File: config.mk
export PLATFORM = sky130hd
export DESIGN_NAME = alu_multicycle_flat
export DESIGN_NICKNAME = d
export VERILOG_FILES = /design/src/rtl/alu_pkg.sv /design/src/rtl/alu_multicycle_if.sv /design/src/rtl/alu_word_comb.sv /design/src/rtl/alu_multicycle.sv /design/src/flat_wrapper.sv
export SDC_FILE = /design/constraint.sdc
export NUM_CORES = 1
export LEC_CHECK = 0
export CORE_MARGIN = 4
export CORE_UTILIZATION = 64
export CTS_CLUSTER_SIZE = 28
export DETAILED_ROUTE_END_ITERATION = 16
export GPL_TIMING_DRIVEN = 1
export HOLD_SLACK_MARGIN = 0.12
export PLACE_DENSITY_LB_ADDON = 0.05
export SETUP_SLACK_MARGIN = 0.2
export SLEW_MARGIN = 15
export SYNTH_ARGS = -nofsm -noshare
export SYNTH_HDL_FRONTEND = slang
export SYNTH_SLANG_ARGS = --single-unit
File: constraint.sdc
create_clock -name clk -period 7.6 [get_ports clk]
set_input_delay 1.52 -clock clk [delete_from_list [all_inputs] [get_ports clk]]
set_output_delay 1.52 -clock clk [all_outputs]
set_load 0.05 [all_outputs]
File: src/rtl/alu_pkg.sv
// Shared types for the multi-cycle execute ALU: opcode encodings and controller states.
package alu_pkg;

  typedef enum logic [3:0] {
    OP_AND   = 4'b0000,
    OP_OR    = 4'b0001,
    OP_ADD   = 4'b0010,
    OP_SUB   = 4'b0110,
    OP_SLT   = 4'b0111,
    OP_SLTU  = 4'b1011,
    OP_NOR   = 4'b1100,
    OP_MULTU = 4'b1110
  } alu_op_t;

  typedef enum logic [1:0] {
    S_IDLE,
    S_MUL,
    S_HOLD
  } fsm_state_t;

endpackage

File: src/rtl/alu_multicycle_if.sv
// Operand/result handshake bundle between decode, the ALU and writeback.
interface alu_multicycle_if #(
  parameter int WIDTH = 32
);
  logic             in_valid;
  logic             in_ready;
  logic [3:0]       op;
  logic [WIDTH-1:0] a;
  logic [WIDTH-1:0] b;
  logic             out_valid;
  logic             out_ready;
  logic [WIDTH-1:0] result;
  logic [WIDTH-1:0] hi;
  logic             zero;
  logic             overflow;
  logic             carry_out;
  logic             illegal_op;

  modport master (
    output in_valid, op, a, b, out_ready,
    input  in_ready, out_valid, result, hi, zero, overflow, carry_out, illegal_op
  );

  modport slave (
    input  in_valid, op, a, b, out_ready,
    output in_ready, out_valid, result, hi, zero, overflow, carry_out, illegal_op
  );
endinterface

File: src/rtl/alu_word_comb.sv
// Single-cycle word datapath: logic ops, add/sub with flags, signed/unsigned compare.
module alu_word_comb
  import alu_pkg::*;
#(
  parameter int WIDTH = 32
) (
  input  logic [3:0]       op_i,
  input  logic [WIDTH-1:0] a_i,
  input  logic [WIDTH-1:0] b_i,
  output logic [WIDTH-1:0] result_o,
  output logic             carry_out_o,
  output logic             overflow_o,
  output logic             illegal_op_o
);

  localparam int MSB = WIDTH - 1;

  logic [WIDTH:0] add_full;
  logic [WIDTH:0] sub_full;
  logic           add_ov;
  logic           sub_ov;
  logic           slt_bit;
  logic           sltu_bit;

  assign add_full = {1'b0, a_i} + {1'b0, b_i};
  assign sub_full = {1'b0, a_i} + {1'b0, ~b_i} + {{WIDTH{1'b0}}, 1'b1};

  assign add_ov   = (a_i[MSB] == b_i[MSB])  & (add_full[MSB] != a_i[MSB]);
  assign sub_ov   = (a_i[MSB] == ~b_i[MSB]) & (sub_full[MSB] != a_i[MSB]);
  // Sign of the difference is wrong exactly when it overflowed.
  assign slt_bit  = sub_full[MSB] ^ sub_ov;
  assign sltu_bit = ~sub_full[WIDTH];

  always_comb begin
    result_o     = '0;
    carry_out_o  = 1'b0;
    overflow_o   = 1'b0;
    illegal_op_o = 1'b0;
    case (op_i)
      OP_AND:  result_o = a_i & b_i;
      OP_OR:   result_o = a_i | b_i;
      OP_NOR:  result_o = ~(a_i | b_i);
      OP_ADD: begin
        result_o    = add_full[MSB:0];
        carry_out_o = add_full[WIDTH];
        overflow_o  = add_ov;
      end
      OP_SUB: begin
        result_o    = sub_full[MSB:0];
        carry_out_o = sub_full[WIDTH];
        overflow_o  = sub_ov;
      end
      OP_SLT:   result_o = {{(WIDTH-1){1'b0}}, slt_bit};
      OP_SLTU:  result_o = {{(WIDTH-1){1'b0}}, sltu_bit};
      OP_MULTU: result_o = '0;
      default:  illegal_op_o = 1'b1;
    endcase
  end

endmodule

File: src/rtl/alu_multicycle.sv
// Execute-stage ALU: registered single-cycle ops plus an iterative shift-add MULTU,
// with valid/ready handshakes on both the operand and result sides.
module alu_multicycle
  import alu_pkg::*;
#(
  parameter int WIDTH = 32
) (
  input logic              clk,
  input logic              reset,
  alu_multicycle_if.slave  bus
);

  localparam int CNT_W = $clog2(WIDTH + 1);

  fsm_state_t       state_q;
  logic [WIDTH-1:0] result_q;
  logic [WIDTH-1:0] hi_q;
  logic             zero_q;
  logic             overflow_q;
  logic             carry_q;
  logic             illegal_q;
  logic             out_valid_q;

  logic [WIDTH-1:0]   mcand_q;
  logic [WIDTH-1:0]   mplier_q;
  logic [2*WIDTH-1:0] acc_q;
  logic [CNT_W-1:0]   cnt_q;

  logic               in_ready;
  logic               accept;
  logic [WIDTH:0]     mul_sum;
  logic [2*WIDTH-1:0] acc_d;

  logic [WIDTH-1:0] comb_result;
  logic             comb_carry;
  logic             comb_overflow;
  logic             comb_illegal;

  alu_word_comb #(.WIDTH(WIDTH)) u_word (
    .op_i         (bus.op),
    .a_i          (bus.a),
    .b_i          (bus.b),
    .result_o     (comb_result),
    .carry_out_o  (comb_carry),
    .overflow_o   (comb_overflow),
    .illegal_op_o (comb_illegal)
  );

  assign in_ready = (state_q == S_IDLE) & (~out_valid_q | bus.out_ready);
  assign accept   = bus.in_valid & in_ready;

  // Add into the upper half keeping the carry, then shift the whole {carry, acc} right.
  assign mul_sum = {1'b0, acc_q[2*WIDTH-1:WIDTH]} +
                   (mplier_q[0] ? {1'b0, mcand_q} : {(WIDTH+1){1'b0}});
  assign acc_d   = {mul_sum, acc_q[WIDTH-1:1]};

  always_ff @(posedge clk) begin
    if (reset) begin
      state_q     <= S_IDLE;
      result_q    <= '0;
      hi_q        <= '0;
      zero_q      <= 1'b0;
      overflow_q  <= 1'b0;
      carry_q     <= 1'b0;
      illegal_q   <= 1'b0;
      out_valid_q <= 1'b0;
      mcand_q     <= '0;
      mplier_q    <= '0;
      acc_q       <= '0;
      cnt_q       <= '0;
    end else begin
      case (state_q)
        S_IDLE: begin
          if (accept) begin
            if (bus.op == OP_MULTU) begin
              mcand_q     <= bus.a;
              mplier_q    <= bus.b;
              acc_q       <= '0;
              cnt_q       <= '0;
              out_valid_q <= 1'b0;
              state_q     <= S_MUL;
            end else begin
              result_q    <= comb_result;
              hi_q        <= '0;
              zero_q      <= (comb_result == '0);
              overflow_q  <= comb_overflow;
              carry_q     <= comb_carry;
              illegal_q   <= comb_illegal;
              out_valid_q <= 1'b1;
            end
          end else if (bus.out_ready) begin
            out_valid_q <= 1'b0;
          end
        end
        S_MUL: begin
          if (cnt_q == CNT_W'(WIDTH)) begin
            result_q    <= acc_q[WIDTH-1:0];
            hi_q        <= acc_q[2*WIDTH-1:WIDTH];
            zero_q      <= (acc_q[WIDTH-1:0] == '0);
            overflow_q  <= 1'b0;
            carry_q     <= 1'b0;
            illegal_q   <= 1'b0;
            out_valid_q <= 1'b1;
            state_q     <= S_HOLD;
          end else begin
            acc_q    <= acc_d;
            mplier_q <= mplier_q >> 1;
            cnt_q    <= cnt_q + CNT_W'(1);
          end
        end
        S_HOLD: begin
          if (bus.out_ready) begin
            out_valid_q <= 1'b0;
            state_q     <= S_IDLE;
          end
        end
        default: state_q <= S_IDLE;
      endcase
    end
  end

  assign bus.in_ready   = in_ready;
  assign bus.out_valid  = out_valid_q;
  assign bus.result     = result_q;
  assign bus.hi         = hi_q;
  assign bus.zero       = zero_q;
  assign bus.overflow   = overflow_q;
  assign bus.carry_out  = carry_q;
  assign bus.illegal_op = illegal_q;

endmodule

File: src/flat_wrapper.sv
// flat-port wrapper written by rule: the top's interface ports become plain ports
module alu_multicycle_flat import alu_pkg::*;
#(
  parameter int WIDTH = 32
)
  (clk, reset, bus_in_valid, bus_op, bus_a, bus_b, bus_out_ready, bus_in_ready, bus_out_valid, bus_result, bus_hi, bus_zero, bus_overflow, bus_carry_out, bus_illegal_op);
  alu_multicycle_if #(.WIDTH(WIDTH)) bus_i ();
  input logic clk;
  input logic reset;
  input wire logic [$bits(bus_i.in_valid)-1:0] bus_in_valid;
  input wire logic [$bits(bus_i.op)-1:0] bus_op;
  input wire logic [$bits(bus_i.a)-1:0] bus_a;
  input wire logic [$bits(bus_i.b)-1:0] bus_b;
  input wire logic [$bits(bus_i.out_ready)-1:0] bus_out_ready;
  output wire logic [$bits(bus_i.in_ready)-1:0] bus_in_ready;
  output wire logic [$bits(bus_i.out_valid)-1:0] bus_out_valid;
  output wire logic [$bits(bus_i.result)-1:0] bus_result;
  output wire logic [$bits(bus_i.hi)-1:0] bus_hi;
  output wire logic [$bits(bus_i.zero)-1:0] bus_zero;
  output wire logic [$bits(bus_i.overflow)-1:0] bus_overflow;
  output wire logic [$bits(bus_i.carry_out)-1:0] bus_carry_out;
  output wire logic [$bits(bus_i.illegal_op)-1:0] bus_illegal_op;
  assign bus_i.in_valid = bus_in_valid;
  assign bus_i.op = bus_op;
  assign bus_i.a = bus_a;
  assign bus_i.b = bus_b;
  assign bus_i.out_ready = bus_out_ready;
  assign bus_in_ready = bus_i.in_ready;
  assign bus_out_valid = bus_i.out_valid;
  assign bus_result = bus_i.result;
  assign bus_hi = bus_i.hi;
  assign bus_zero = bus_i.zero;
  assign bus_overflow = bus_i.overflow;
  assign bus_carry_out = bus_i.carry_out;
  assign bus_illegal_op = bus_i.illegal_op;
  alu_multicycle #(.WIDTH(WIDTH)) u_core (.clk(clk), .reset(reset), .bus(bus_i));
endmodule
-- Word-level counts from Yosys, hierarchy flattened
Cells that the tools add are included.
- flip-flop bits (word level): 205
- input bits: 72
- output and inout port bits: 70
- word-level logic and storage cells: 111
- add/subtract/negate cells: 5
- equal/unequal tests: 20
- muxes and demuxes: 49
- bitwise gates (word level): 13
- reduce and logical (&&, ||, !) cells: 12
- operator list (cell ; count):
    two-way mux 32 bit ; 10
    case mux 32 bit (7 select lines) ; 1
    two-way mux 64 bit ; 3
    case mux 32 bit (2 select lines) ; 3
    case mux 64 bit (2 select lines) ; 1
    adder 32 x 32 -> 33 bit ; 2
    zero test 32 bit ; 2
    NOT 32 bit ; 2
    adder 32 x 33 -> 33 bit ; 1
    adder 33 x 1 -> 33 bit (second input constant) ; 1
    AND 32 bit ; 1
    OR 32 bit ; 1
    two-way mux 6 bit ; 3
    two-way mux 1 bit ; 15
    == test 4 bit (second input constant) ; 3
    case mux 1 bit (2 select lines) ; 6
    case mux 6 bit (2 select lines) ; 1
    AND reduction 4 bit ; 3
    == test 4 x 3 -> 1 bit (second input constant) ; 2
    two-way mux 2 bit ; 4
    != test 2 bit (second input constant) ; 4
    OR reduction 7 bit ; 1
    adder 6 x 1 -> 6 bit (second input constant) ; 1
    == test 6 bit (second input constant) ; 1
    other kinds (19) ; 27

-- Longest topological paths before layout
Gate-level depths: netlist (run 1).
- word-level depth: 11
- gate-level depth with buffers: 15
- gate-level depth less buffers: 15

-- By module
Synthesis (run 1) repeated with hierarchy kept, for this count alone.
- cell total of the unflattened synthesis: 1959
- area, all modules: 14963.1 µm²
- modules (own cells, without submodules) (module ; times used ; cells an instance ; area an instance (µm²) ; seq. area each (µm²)):
    alu_multicycle ; 1 ; 1198 ; 9816.9 ; 4103.9
    alu_word_comb ; 1 ; 761 ; 5146.2 ; 0.0

-- Worst setup path before layout (run 1)
No wires, ideal clock.
- path kind: input port to flip-flop
- from: in bus_a[0]
- to: reg u_core.zero_q (netlist: u_core.bus.zero)
- library setup time: 76 ps
- data arrival time: 4510 ps
- required time: 7524 ps
- path slack: 3015 ps
- cell stages on the path: 15
- buffers on the path: 0
- path through: inv_1 ha_1 fa_1 nor2_1 o311ai_2 a31oi_2 and4_1 nor2_1 o311a_1 a2111oi_2 nand4_1 a2111oi_0 and4_1 nand4_1 o22ai_1
- word-level cells in the longest chain between the ends: 10
- elaborated cells between the ends (all ways): 15
- classes of those cells: add/sub: 3; eq/ne: 1; mux: 4; bitwise: 6; reduce/logical: 1
- ends and longest elaborated chain (what ; RTL line ; RTL):
    start: declaration ; flat_wrapper.sv:12 ; input wire logic [$bits(bus_i.a)-1:0] bus_a;
    adder 32 x 32 -> 33 bit ; alu_word_comb.sv:26 ; assign sub_full = {1'b0, a_i} + {1'b0, ~b_i} + {{WIDTH{1'b0}}, 1'b1};
    adder 33 x 1 -> 33 bit ; alu_word_comb.sv:26 ;
    != test 1 bit ; alu_word_comb.sv:29 ; assign sub_ov = (a_i[MSB] == ~b_i[MSB]) & (sub_full[MSB] != a_i[MSB]);
    AND 1 bit ; alu_word_comb.sv:29 ;
    bitwise XOR 1 bit ; alu_word_comb.sv:31 ; assign slt_bit = sub_full[MSB] ^ sub_ov;
    case mux 32 bit (7 select lines) * ; alu_word_comb.sv:39 ; case (op_i)
    zero test 32 bit * ; alu_multicycle.sv:85 ; zero_q <= (comb_result == '0);
    two-way mux 1 bit * ; alu_multicycle.sv:75 ; if (bus.op == OP_MULTU) begin
    two-way mux 1 bit * ; alu_multicycle.sv:74 ; if (accept) begin
    case mux 1 bit (2 select lines) * ; alu_multicycle.sv:72 ; case (state_q)
    end signal: assignment ; alu_multicycle.sv:85 ;
    end signal: assignment ; alu_multicycle.sv:99 ; zero_q <= (acc_q[WIDTH-1:0] == '0);
    end: declaration ; alu_multicycle.sv:18 ; logic zero_q;
Every way passes the cells marked *; elsewhere a longest branch is shown, timed or not. The select of a mux whose other input is x is not followed.
A chain may end at the register's enable or synchronous reset.

-- Final worst setup path (run 1)
- from: in bus_op[2]
- to: reg u_core.zero_q (netlist: u_core.bus.zero)
- word-level cells in the longest chain between the ends: 6
- elaborated cells between the ends (all ways): 15
- classes of those cells: eq/ne: 8; mux: 4; reduce/logical: 3
- ends and longest elaborated chain (what ; RTL line ; RTL):
    start: declaration ; flat_wrapper.sv:11 ; input wire logic [$bits(bus_i.op)-1:0] bus_op;
    == test 4 bit (tied with other cells) ; alu_word_comb.sv:39 ;
    case mux 32 bit (7 select lines) ; alu_word_comb.sv:39 ;
    zero test 32 bit ; alu_multicycle.sv:85 ;
    two-way mux 1 bit ; alu_multicycle.sv:75 ;
    two-way mux 1 bit ; alu_multicycle.sv:74 ;
    case mux 1 bit (2 select lines) ; alu_multicycle.sv:72 ;
Several ways; a longest one is shown, not always the timed one. The select of a mux whose other input is x is not followed.

==> out/qor_table.md, run 1 <==
| Stage | Parameter | Value |
|:---|:---|:---|
| outcome | Result of the run | finished, final reports clean |
| timing | Post-route worst setup slack | 1.838 ns |
| floorplanning | Die Area | 26690 um^2 |
| final layout | Antenna diode instance count | 0 |
| floorplanning | Die Height | 163.4 um |
| power | Post-route total power | 3.770 mW |
| timing | Final Hold Viols | 0 |
| placed design | Count of buffers inserted at the top-level ports | 141 |
| yosys | Xor and xnor area share after synthesis | 1.757% |
| clock network | Clock tree from TritonCTS | built |
| final layout | Area delta synth->final | 14.24% |
| grt | Pin count of the biggest net entering global routing | 82 |
| timing | Period Utilization, post-route | 75.81% |
| route | Total wire length after detailed routing | 56010 um |
| timing | Unrepaired setup endpoints after global routing | false |
| yosys | Simple-gate portion of the synthesized area | 20.51% |
| yosys | Synthesized netlist net count | 2255 |
| yosys | Unique cell type count in the Yosys netlist | 91 |
| worst setup path | Ordered list of cells on the worst path | clkdlybuf4s50_1 > nor2_1 > buf_4 > and2_1 > buf_4 > a221o_1 > a22o_1 > nor4_1 > nand4_1 > nor4_1 > nand4_1 > nor4b_2 > and4_1 > nand4_1 > o22ai_1 |
| yosys | Post-synth EDFFs | 0 |
| yosys | Yosys warnings | 0 |
| final layout | Layout Nets | 2306 |
| yosys | Post-Syn Area | 15450 um^2 |
| timing | Transition at the pin with the smallest max-transition slack | 1.251 ns |
| timing | WHS | 0.4496 ns |
| route | Antenna-violating nets left | 0 |
| worst setup path | Start-to-end type of the worst setup path | input port to flop |
| placed design | DPL Wire Length | 38840 um |
| worst setup path | Worst reg-to-reg path cell count | 13 |
| floorplanning | Top-level port count | 142 |
| grt | Via count of the first global-routing pass | 16110 |
| worst setup path | Critical path's most frequent cell | nand4_1 |
| yosys | Flip-flop and latch count after synthesis | 205 |
| yosys | Yosys top cell area share | 26.56% |
| route | Wire per inst | 23.18 um |
| final layout | Fillers | 1694 |
| grt | Overall overflow remaining after global route | 0 |
| yosys | Top cells by area in the synthesized netlist | dfxtp_1, ha_1, a21oi_1 |
| worst setup path | Required time of the critical path | 8.04 ns |
| clock network | Clock latency on the worst-skew pair | 0.54 ns |
| clock network | Post-CTS Resized | 0 |
| yosys | Post-synth top area cell | dfxtp_1 |
| flow run | Max-cap viol count | 0 |
| worst setup path | Kind of launch point of the worst setup path | input port |
| timing | Highest achievable clock rate | 173.6 MHz |
| timing | Relative slew slack | 16.52% |
| placed design | Global placement routability congestion | 1.050 |
| final layout | Ratio of cells with drive above 1 in the final layout | 4.959% |
| timing | Worst clock skew | 0.03340 ns |
| hold path | Worst Hold Depth | 2 |
| floorplanning | Starting density of the core | 65.44% |
| floorplanning | Floorplan core area | 23610 um^2 |
| final layout | Share of the core filled with cells in the final layout | 74.76% |
| yosys | Proportion of synthesized area in mux cells | 2.988% |
| yosys | Fraction of synthesis flops using an asynchronous set or reset pin | 0% |
| power | Power density normalized to cell area | 213.6 nW/um^2 |
| grt | Total routing resource utilization after global routing | 40.49% |
| worst setup path | Largest fanout of any net on the critical path | 38 |
| floorplanning | Die Wd | 163.4 um |
| route | Detailed Routing Iterations Pass 1 | 7 |
| final layout | FF+latch area | 4104 um^2 |
| yosys | Cell count after synthesis | 2033 |
| route | Iteration-0 DRC count of the detailed router | 2376 |
| clock network | Cell at the root of the clock tree | clkbuf_16 |
| yosys | Commonest register cell after synthesis | dfxtp_1 |
| worst setup path | Largest incremental delay on the critical path | 0.97 ns |
| route | Via count of the routed design | 16600 |
| worst setup path | Endpoint type of the worst setup path | flop |
| clock network | Number of buffers on the longest clock path | 3 |
| final layout | Area occupied by multi-input gates | 10410 um^2 |
| yosys | Sequential cell area fraction in the yosys report | 26.56% |
| clock network | Post-CTS Repair Setup Buffers | 0 |
| floorplanning | FP Rows | 56 |
| clock network | Clock transition at the registers of the reported paths | 0.06 ns |
| clock network | CTS Sinks | 205 |
| power | Leakage Power | 7.091 nW |
| yosys | Area fraction in compound gates after synthesis | 29.47% |
| clock network | Inserted Clock Buffers | 23 |
| power | Maximum VDD drop | 0.2563 mV |
| yosys | Adder-Cell Fraction of Synth Area | 12.29% |
| worst setup path | Critical Path Slowest Stage Cell | clkdlybuf4s50_1 |
| grt | Wire length of the first global-routing pass | 87370 um |
| worst setup path | Arrival time of data at the critical path endpoint | 6.20 ns |
| timing | Crit path time final | 5.762 ns |
| timing | Summed negative setup slack over all endpoints | 0 ns |
| route | Via density | 6.870 |
| grt | Number of antenna violations at the first check in global routing | 0 |
| yosys | Avg Synthesized Cell Area | 7.601 um^2 |
| route | # DRC | 0 |
| timing | Final Setup Violations | 0 |
| yosys | Combinational family with the most area after synthesis | compound AO/OA/AOI/OAI gates |
| hold path | Worst Hold Class | flop to flop |
| clock network | Maximum level of the CTS H-tree | 1 |
| clock network | Cts hold-fix bufs | 0 |
| timing | Pins Over Slew Limit | 0 |
| placed design | Pre-CTS worst setup slack | 1.595 ns |
sequential cells by signal, indices dropped and copies added (netlist names):
| register | flops |
|---|---|
| u_core.acc_q | 64 |
| u_core.bus.hi | 32 |
| u_core.bus.result | 32 |
| u_core.mcand_q | 32 |
| u_core.mplier_q | 32 |
| u_core.cnt_q | 6 |
| u_core.state_q | 2 |
| u_core.bus.carry_out | 1 |
| u_core.bus.illegal_op | 1 |
| u_core.bus.out_valid | 1 |
| u_core.bus.overflow | 1 |
| u_core.bus.zero | 1 |
layout by cell type (no fill, tap or decap), drive strengths merged, types with 10 or more instances in the layout:
cell           synthesis  final
a21oi                206    206
dfxtp                205    205
and3                  14     14
clkdlybuf4s50          0    140
a22o                  11     11
o21ai                 67     67
buf                   23     23
clkbuf               114     29
xnor2                 21     21
or2                   11     11
nor4                  19     19
a31oi                 17     17
o221ai                12     12
and2                  38     38
inv                  119    122
mux2i                 45     45
a21o                  37     37
nor2                 211    211
a221oi                16     16
o31ai                 14     14
ha                   147    147
nand3                 56     56
nor3                  31     31
nand4                 16     16
a22oi                 74     74
a211o                 11     11
a211oi                52     52
xor2                  10     10
o311ai                12     12
nand2                214    214
o21bai                14     14
o211ai                35     35
nor2b                 17     17
o22ai                 15     15
nand2b                18     18
area by class of cell:
class                   instances  share of cell area (%)
flip-flops and latches        205                   23.25
multi-input cells            1571                   58.94
inverters                     120                   2.552
repair buffers                163                   8.938
clock inverters                 9                  0.5032
well taps                     319                   2.261
clock buffers                  29                   3.558
metrics by stage:
stage,std cells,area [um^2]
floorplan,2033,15450
global placement,2378,16940
detailed placement,2378,16940
CTS,2416,17650
global route,2416,17650
finish,2416,17650
critical path, delay by kind of cell:
kind                   cells  cell delay, ns
AO/OA/AOI/OAI              3            0.81
buffers and inverters      3            1.56
AND/OR/NAND/NOR            9            2.30
Yosys cell counts, types with 10 or more instances:
| library cell | instances |
|---|---|
| a31oi_1 | 16 |
| o221ai_1 | 11 |
| xnor2_1 | 21 |
| a21oi_1 | 203 |
| o21bai_1 | 14 |
| inv_1 | 119 |
| mux2i_1 | 45 |
| a22o_1 | 11 |
| nand4_1 | 16 |
| buf_2 | 10 |
| buf_1 | 11 |
| a211o_1 | 11 |
| and3_1 | 14 |
| o211ai_1 | 34 |
| dfxtp_1 | 205 |
| nand3_1 | 56 |
| a221oi_1 | 15 |
| or2_2 | 10 |
| a21o_1 | 37 |
| o21ai_0 | 64 |
| o311ai_0 | 11 |
| clkbuf_1 | 114 |
| ha_1 | 147 |
| nor2_1 | 211 |
| and2_1 | 38 |
| o31ai_1 | 13 |
| nand2b_1 | 18 |
| nor2b_1 | 17 |
| o22ai_1 | 15 |
| nor3_1 | 31 |
| nor4_1 | 18 |
| xor2_1 | 10 |
| a211oi_1 | 52 |
| a22oi_1 | 73 |
| nand2_1 | 214 |
layer usage:
layer,wire length [um],track usage (%),vias up
met5,0,0,-
met1,21190,50.71,7729
met3,5846,7.091,255
met4,3989,24.40,0
met2,24980,65.19,1163
li1,-,-,7451
cells by family (layout without fill, tap and decap cells):
logic type,count (synthesis),in the layout
AOI/OAI and AO/OA,665,665
and+or+nand+nor,679,679
xor gates and xnor gates,31,31
buffers and inverters,257,321
DFF,205,205
adders and majority gates,150,150
muxes,46,46
report_power, final:
part,internal [mW],switching [mW]
Combinational,0.449,1.01
Sequential,1.15,0.0611
Clock,0.620,0.485
Total,2.22,1.55
worst paths after layout:
kind                                      from                                end  slack, ns
max                                  bus_op[2]       u_core.bus.zero$_SDFFE_PP0P_       1.84
min          u_core.bus.result[4]$_SDFFE_PP0P_  u_core.bus.result[4]$_SDFFE_PP0P_       0.45
max reg2reg    u_core.mplier_q[0]$_SDFFE_PP0P_      u_core.acc_q[62]$_SDFFE_PP0P_       2.63
min reg2reg  u_core.bus.result[4]$_SDFFE_PP0P_  u_core.bus.result[4]$_SDFFE_PP0P_       0.45
Note: power is estimated with default switching activity, not from simulation.
==> inputs of run 2 (changes only) <==
CORE_UTILIZATION = 54   (was 64)
clock period = 4.9 ns   (was 7.6 ns; I/O delays follow)
==> out/qor_table.md, run 2 (synthesis gave the netlist of run 1 again) <==
| Stage | Parameter | Value |
|:---|:---|:---|
| outcome | Result of the run | finished, final reports clean |
| clock network | Clock transition at the registers of the reported paths | 0.06 ns |
| worst setup path | Worst R2R End | u_core.acc_q[60]$_SDFFE_PP0P_ |
| worst setup path | Kind of launch point of the worst setup path | input port |
| grt | Pin count of the biggest net entering global routing | 86 |
| grt | Via count of the first global-routing pass | 16110 |
| power | Maximum VDD drop | 0.3579 mV |
| clock network | CTS Sinks | 205 |
| timing | Unrepaired setup endpoints after global routing | false |
| worst setup path | Largest incremental delay on the critical path | 0.49 ns |
| final layout | Ratio of cells with drive above 1 in the final layout | 11.95% |
| floorplanning | Die Height | 177.2 um |
| placed design | DPL Wire Length | 42990 um |
| route | Antenna-violating nets left | 0 |
| placed design | Area after detailed placement | 18270 um^2 |
| hold path | Worst Hold Class | flop to flop |
| placed design | Count of placed standard cells including taps | 2596 |
| grt | Overall overflow remaining after global route | 0 |
| clock network | Cts hold-fix bufs | 0 |
| worst setup path | Critical Path Slowest Stage Cell | clkdlybuf4s50_1 |
| placed design | Count of buffers inserted at the top-level ports | 141 |
| timing | Final Setup Violations | 0 |
| clock network | Maximum level of the CTS H-tree | 1 |
| timing | Crit path time final | 4.527 ns |
| floorplanning | Floorplan core area | 28010 um^2 |
| route | Total wire length after detailed routing | 57790 um |
| worst setup path | Critical path launch point | bus_b[2] |
| route | Detailed Routing Iterations Pass 1 | 8 |
| worst setup path | Reg-to-reg critical path startpoint | u_core.mplier_q[0]$_SDFFE_PP0P_ |
| final layout | Biggest register | u_core.acc_q |
| floorplanning | Die Wd | 177.2 um |
| timing | WHS | 0.4478 ns |
| timing | Highest achievable clock rate | 220.9 MHz |
| clock network | Clock tree from TritonCTS | built |
| timing | Final Hold Viols | 0 |
| placed design | Global placement routability congestion | 0.9945 |
| floorplanning | Starting density of the core | 55.17% |
| worst setup path | Buffers and inverters on the worst path | 5 |
| route | Via density | 6.336 |
| final layout | Final non-filler cell area | 19140 um^2 |
| worst setup path | Largest fanout of any net on the critical path | 4 |
| floorplanning | FP Rows | 61 |
| route | Via count of the routed design | 16710 |
| timing | Worst clock skew | 0.006878 ns |
| flow run | Max-cap viol count | 0 |
| clock network | Number of buffers on the longest clock path | 3 |
| grt | Total routing resource utilization after global routing | 35.39% |
| power | Leakage Power | 7.934 nW |
| clock network | Cell at the root of the clock tree | clkbuf_16 |
| worst setup path | Endpoint type of the worst setup path | flop |
| timing | Relative slew slack | 33.15% |
| floorplanning | Top-level port count | 142 |
| worst setup path | Cell family with most CP delay | simple AND/OR/NAND/NOR gates |
| final layout | Commonest non-fill, non-tap cell in the layout | nand2_1 |
| worst setup path | Start-to-end type of the worst setup path | input port to flop |
| clock network | Inserted Clock Buffers | 23 |
| timing | Period Utilization, post-route | 92.38% |
| final layout | Layout Nets | 2465 |
| worst setup path | Worst reg-to-reg path cell count | 14 |
| floorplanning | Die Area | 31390 um^2 |
| clock network | Clock latency on the worst-skew pair | 0.54 ns |
| grt | Number of antenna violations at the first check in global routing | 0 |
| worst setup path | Required time of the critical path | 5.34 ns |
| worst setup path | Arrival time of data at the critical path endpoint | 4.97 ns |
| worst setup path | Critical Path Sink | u_core.bus.zero$_SDFFE_PP0P_ |
| worst setup path | Number of stages on the worst setup path | 17 |
| route | # DRC | 0 |
| power | Power density normalized to cell area | 325.1 nW/um^2 |
| route | Wire per inst | 21.92 um |
| final layout | Area delta synth->final | 23.85% |
| grt | Wire length of the first global-routing pass | 89220 um |
| final layout | Top library cells by usage in the layout, fill and taps aside | nand2_1, nor2_1, dfxtp_1 |
| timing | Transition at the pin with the smallest max-transition slack | 1.003 ns |
| final layout | Count of non-filler cells in the finished layout | 2637 |
| timing | Pins Over Slew Limit | 0 |
| route | Iteration-0 DRC count of the detailed router | 1821 |
| worst setup path | Setup slack of the worst register-to-register path | 0.82 ns |
| timing | Summed negative setup slack over all endpoints | 0 ns |
| final layout | Max FFs per register | 64 |
| worst setup path | Ordered list of cells on the worst path | clkdlybuf4s50_1 > inv_1 > ha_1 > buf_4 > inv_1 > nand4_1 > and2_1 > buf_4 > o31a_1 > a221o_1 > a21oi_1 > and3_1 > nand4_1 > nor4b_2 > and4_1 > nand4_1 > o22ai_1 |
| final layout | Antenna diode instance count | 0 |
| worst setup path | Critical path's most frequent cell | nand4_1 |
-- run 2: changes by cell type in the layout (fill, tap and decap cells not counted), moves of 2 or more --
| cell | change |
|---|---|
| bufinv_16 | +3 |
| clkinv_2 | +2 |
| buf_12 | +5 |
| a2111oi_4 | +2 |
| inv_6 | -2 |
| clkinvlp_4 | -3 |
| buf_4 | +154 |
-- run 2: layer usage --
layer	wire, um	track usage (%)	vias to the layer above
met4	3480	18.25	0
met3	4324	5.042	160
met2	26280	58.45	832
met1	23710	45.01	7953
li1	-	-	7764
met5	0	0	-
-- run 2: metrics by stage --
step | util (%) | power, mW | worst slack (ns)
finish | 68.33 | 6.222 | 0.3732
global route | 68.33 | 6.464 | 0.2214
CTS | 68.12 | 6.179 | 0.2359
detailed placement | 65.21 | 4.286 | -0.3973
global placement | 65.21 | 4.258 | -0.2618
floorplan | - | 3.379 | 0.8547
-- run 2: report_power, final --
part           internal, mW  total (mW)  switching (mW)  leakage (nW)
registers              1.78        1.87          0.0830          1.66
clock network          1.14        1.90           0.760         0.403
logic                 0.849        2.45            1.61          5.87
total                  3.77        6.22            2.45          7.93
-- run 2: final cells by class --
cell class	instances	area [um^2]
flip-flops and latches	205	4104
multi-input cells	1571	10460
clock buffers	31	645.6
well taps	378	473.0
fillers	2342	8872
repair buffers	322	2834
clock inverters	10	168.9
inverters	120	450.4
-- run 2: timing repair --
| item | in CTS | in global routing |
|---|---|---|
| resized for setup | 1 | 9 |
| endpoints found under the setup margin | 1 | 1 |
| pin swaps | 0 | 2 |
| hold endpoints to repair | 0 | 0 |
| buffers inserted | 0 | 0 |
-- run 2: worst reg2reg max path, cell delays in order (launching register included) --
cell	delay, ns
dfxtp_1	0.50
and2_1	0.23
ha_1	0.24
a21o_1	0.16
a21o_1	0.21
a211oi_1	0.31
o21ai_0	0.22
a31oi_1	0.47
o221ai_1	0.33
a221o_1	0.37
a21oi_1	0.19
nand2b_1	0.22
nand2b_1	0.12
mux2i_1	0.15
a221o_1	0.26
-- run 2: how the worst min path moves through the flow --
stage	start	to	slack, ns	cells after the start
2_1_floorplan	u_core.mplier_q[31]$_SDFFE_PP0P_	u_core.mplier_q[31]$_SDFFE_PP0P_	0.43	2
3_3_place_gp	u_core.bus.hi[24]$_SDFFE_PP0P_	u_core.bus.hi[24]$_SDFFE_PP0P_	0.44	2
3_5_place_dp	u_core.bus.hi[3]$_SDFFE_PP0P_	u_core.bus.hi[3]$_SDFFE_PP0P_	0.44	2
4_1_cts	u_core.bus.hi[3]$_SDFFE_PP0P_	u_core.bus.hi[3]$_SDFFE_PP0P_	0.45	2
5_1_grt	u_core.mcand_q[8]$_SDFFE_PP0P_	u_core.mcand_q[8]$_SDFFE_PP0P_	0.46	2
6_report	u_core.bus.hi[11]$_SDFFE_PP0P_	u_core.bus.hi[11]$_SDFFE_PP0P_	0.45	2
==> inputs of run 3 (changes only) <==
GPL_TIMING_DRIVEN = 0   (was 1)
TNS_END_PERCENT = 50   (was default)
==> out/qor_table.md, run 3 (synthesis gave the netlist of run 1 again) <==
| Stage | Parameter | Value |
|:---|:---|:---|
| grt | Pin count of the biggest net entering global routing | 14 |
| worst setup path | Start-to-end type of the worst setup path | input port to flop |
| clock network | Clock transition at the registers of the reported paths | 0.06 ns |
| clock network | Inserted Clock Buffers | 25 |
| final layout | Fillers | 2398 |
| route | Via count of the routed design | 16800 |
| flow run | Max-cap viol count | 0 |
| final layout | Commonest non-fill, non-tap cell in the layout | nand2_1 |
| final layout | Final non-filler cell area | 18440 um^2 |
| route | Wire per inst | 23.36 um |
| clock network | Clock latency on the worst-skew pair | 0.56 ns |
| grt | Number of antenna violations at the first check in global routing | 0 |
| timing | WHS | 0.4492 ns |
| timing | Final Hold Viols | 0 |
| floorplanning | Starting density of the core | 55.17% |
| power | Maximum VDD drop | 0.3590 mV |
| timing | Final Setup Violations | 0 |
| final layout | Layout Nets | 2424 |
| route | Total wire length after detailed routing | 60710 um |
| placed design | Count of buffers inserted at the top-level ports | 138 |
| hold path | Worst Hold Class | flop to flop |
| grt | Via count of the first global-routing pass | 16110 |
| clock network | CTS Sinks | 205 |
| power | Power density normalized to cell area | 335.8 nW/um^2 |
| timing | Unrepaired setup endpoints after global routing | true |
| power | Leakage Power | 7.357 nW |
| final layout | Max FFs per register | 64 |
| worst setup path | Reg-to-reg critical path startpoint | u_core.mplier_q[0]$_SDFFE_PP0P_ |
| final layout | Share of the core filled with cells in the final layout | 65.82% |
| timing | Period Utilization, post-route | 98.47% |
| worst setup path | Critical path launch point | bus_op[0] |
| floorplanning | Die Height | 177.2 um |
| timing | Crit path time final | 4.825 ns |
| timing | Summed negative setup slack over all endpoints | 0 ns |
| route | Detailed Routing Iterations Pass 1 | 6 |
| clock network | Cts hold-fix bufs | 0 |
| timing | Pins Over Slew Limit | 0 |
| placed design | Area after detailed placement | 17320 um^2 |
| placed design | Global placement routability congestion | 0.9893 |
| grt | Total routing resource utilization after global routing | 37.12% |
| timing | Highest achievable clock rate | 207.2 MHz |
| final layout | Area delta synth->final | 19.32% |
| final layout | Top library cells by usage in the layout, fill and taps aside | nand2_1, nor2_1, dfxtp_1 |
| final layout | Biggest register | u_core.acc_q |
| clock network | Clock tree from TritonCTS | built |
| timing | Transition at the pin with the smallest max-transition slack | 1.031 ns |
| route | Antenna-violating nets left | 0 |
| placed design | DPL Wire Length | 46130 um |
| timing | Worst clock skew | 0.01421 ns |
| route | Via density | 6.463 |
| final layout | Antenna diode instance count | 0 |
| floorplanning | Die Wd | 177.2 um |
| worst setup path | Kind of launch point of the worst setup path | input port |
| timing | Relative slew slack | 31.25% |
| grt | Overall overflow remaining after global route | 0 |
| clock network | Number of buffers on the longest clock path | 3 |
| floorplanning | FP Rows | 61 |
| outcome | Result of the run | finished, final reports clean |
| worst setup path | Required time of the critical path | 5.38 ns |
| route | Iteration-0 DRC count of the detailed router | 2067 |
| hold path | Hold path startpoint | u_core.mcand_q[0]$_SDFFE_PP0P_ |
| worst setup path | Arrival time of data at the critical path endpoint | 5.30 ns |
| worst setup path | Largest fanout of any net on the critical path | 10 |
| floorplanning | Top-level port count | 142 |
| power | Post-route total power | 6.192 mW |
| clock network | Maximum level of the CTS H-tree | 1 |
| floorplanning | Die Area | 31390 um^2 |
| floorplanning | Floorplan core area | 28010 um^2 |
| final layout | Ratio of cells with drive above 1 in the final layout | 6.484% |
| worst setup path | Endpoint type of the worst setup path | flop |
| clock network | Cell at the root of the clock tree | clkbuf_16 |
| grt | Wire length of the first global-routing pass | 91880 um |
| final layout | Area occupied by multi-input gates | 10610 um^2 |
| route | # DRC | 0 |
| final layout | FF+latch area | 4104 um^2 |
==> run 3: cell types whose count changed in the layout (fill, tap and decap cells not counted), sizes merged, moves of 3 or more <==
cell,delta
buf,-154
bufinv,-3
clkdlybuf4s50,-8
clkinvlp,+4
dlymetal6s2s,+5
clkbuf,+113
clkinv,+5
==> run 3: final cells by class <==
class / instances / area share [%]
multi-input combinational: 1571 / 57.54
clock inverter: 15 / 0.7600
clock buffer: 31 / 3.678
sequential: 205 / 22.26
timing repair buffer: 142 / 7.716
tap: 378 / 2.565
buffer: 137 / 3.040
inverter: 120 / 2.443
==> run 3: final timing paths <==
path                                         end  slack [ns]  depth (start not counted)
setup / recovery    u_core.bus.zero$_SDFFE_PP0P_        0.07                         14
hold / removal    u_core.mcand_q[0]$_SDFFE_PP0P_        0.45                          2
setup reg to reg   u_core.acc_q[60]$_SDFFE_PP0P_        0.66                         15
hold reg to reg   u_core.mcand_q[0]$_SDFFE_PP0P_        0.45                          2
==> run 3: per-layer routing <==
layer | routed length, um | vias up | global-route usage [%]
met3 | 6135 | 182 | 7.285
li1 | - | 7711 | -
met5 | 0 | - | 0
met2 | 26830 | 973 | 60.14
met1 | 24630 | 7932 | 48.31
met4 | 3113 | 0 | 15.83
==> run 3: power breakdown <==
| group | internal [mW] | total [mW] | switching, mW | leakage, nW |
|---|---|---|---|---|
| registers | 1.78 | 1.88 | 0.0928 | 1.66 |
| logic | 0.740 | 2.44 | 1.70 | 5.31 |
| clock network | 1.05 | 1.87 | 0.821 | 0.394 |
| total | 3.57 | 6.19 | 2.62 | 7.36 |
==> run 3: timing repair <==
action / in CTS / in global routing
resized for setup: 20 / 57
hold endpoints to repair: 0 / 0
endpoints found under the setup margin: 19 / 36
buffers inserted: 1 / 3
pin swaps: 2 / 2
==> run 3: per-stage QoR <==
step                      std cells  setup WS, ns
after floorplan                2033        0.8547
after global placement         2549       -0.7582
after detailed placement       2549       -0.7781
after CTS                      2596        0.1572
after global routing           2599        0.1470
final                          2599       0.07490
==> run 3: critical path, cell delays in order <==
cell and delay (ns):
clkdlybuf4s50_1 0.54, or3b_2 0.25, clkbuf_1 0.36, clkbuf_1 0.57
o22ai_1 0.19, a22o_1 0.34, nor4_1 0.52, nand4_1 0.19
nor4_1 0.22, nand4_1 0.24, nor4b_2 0.34, and4_1 0.26
nand4_1 0.12, o22ai_1 0.19
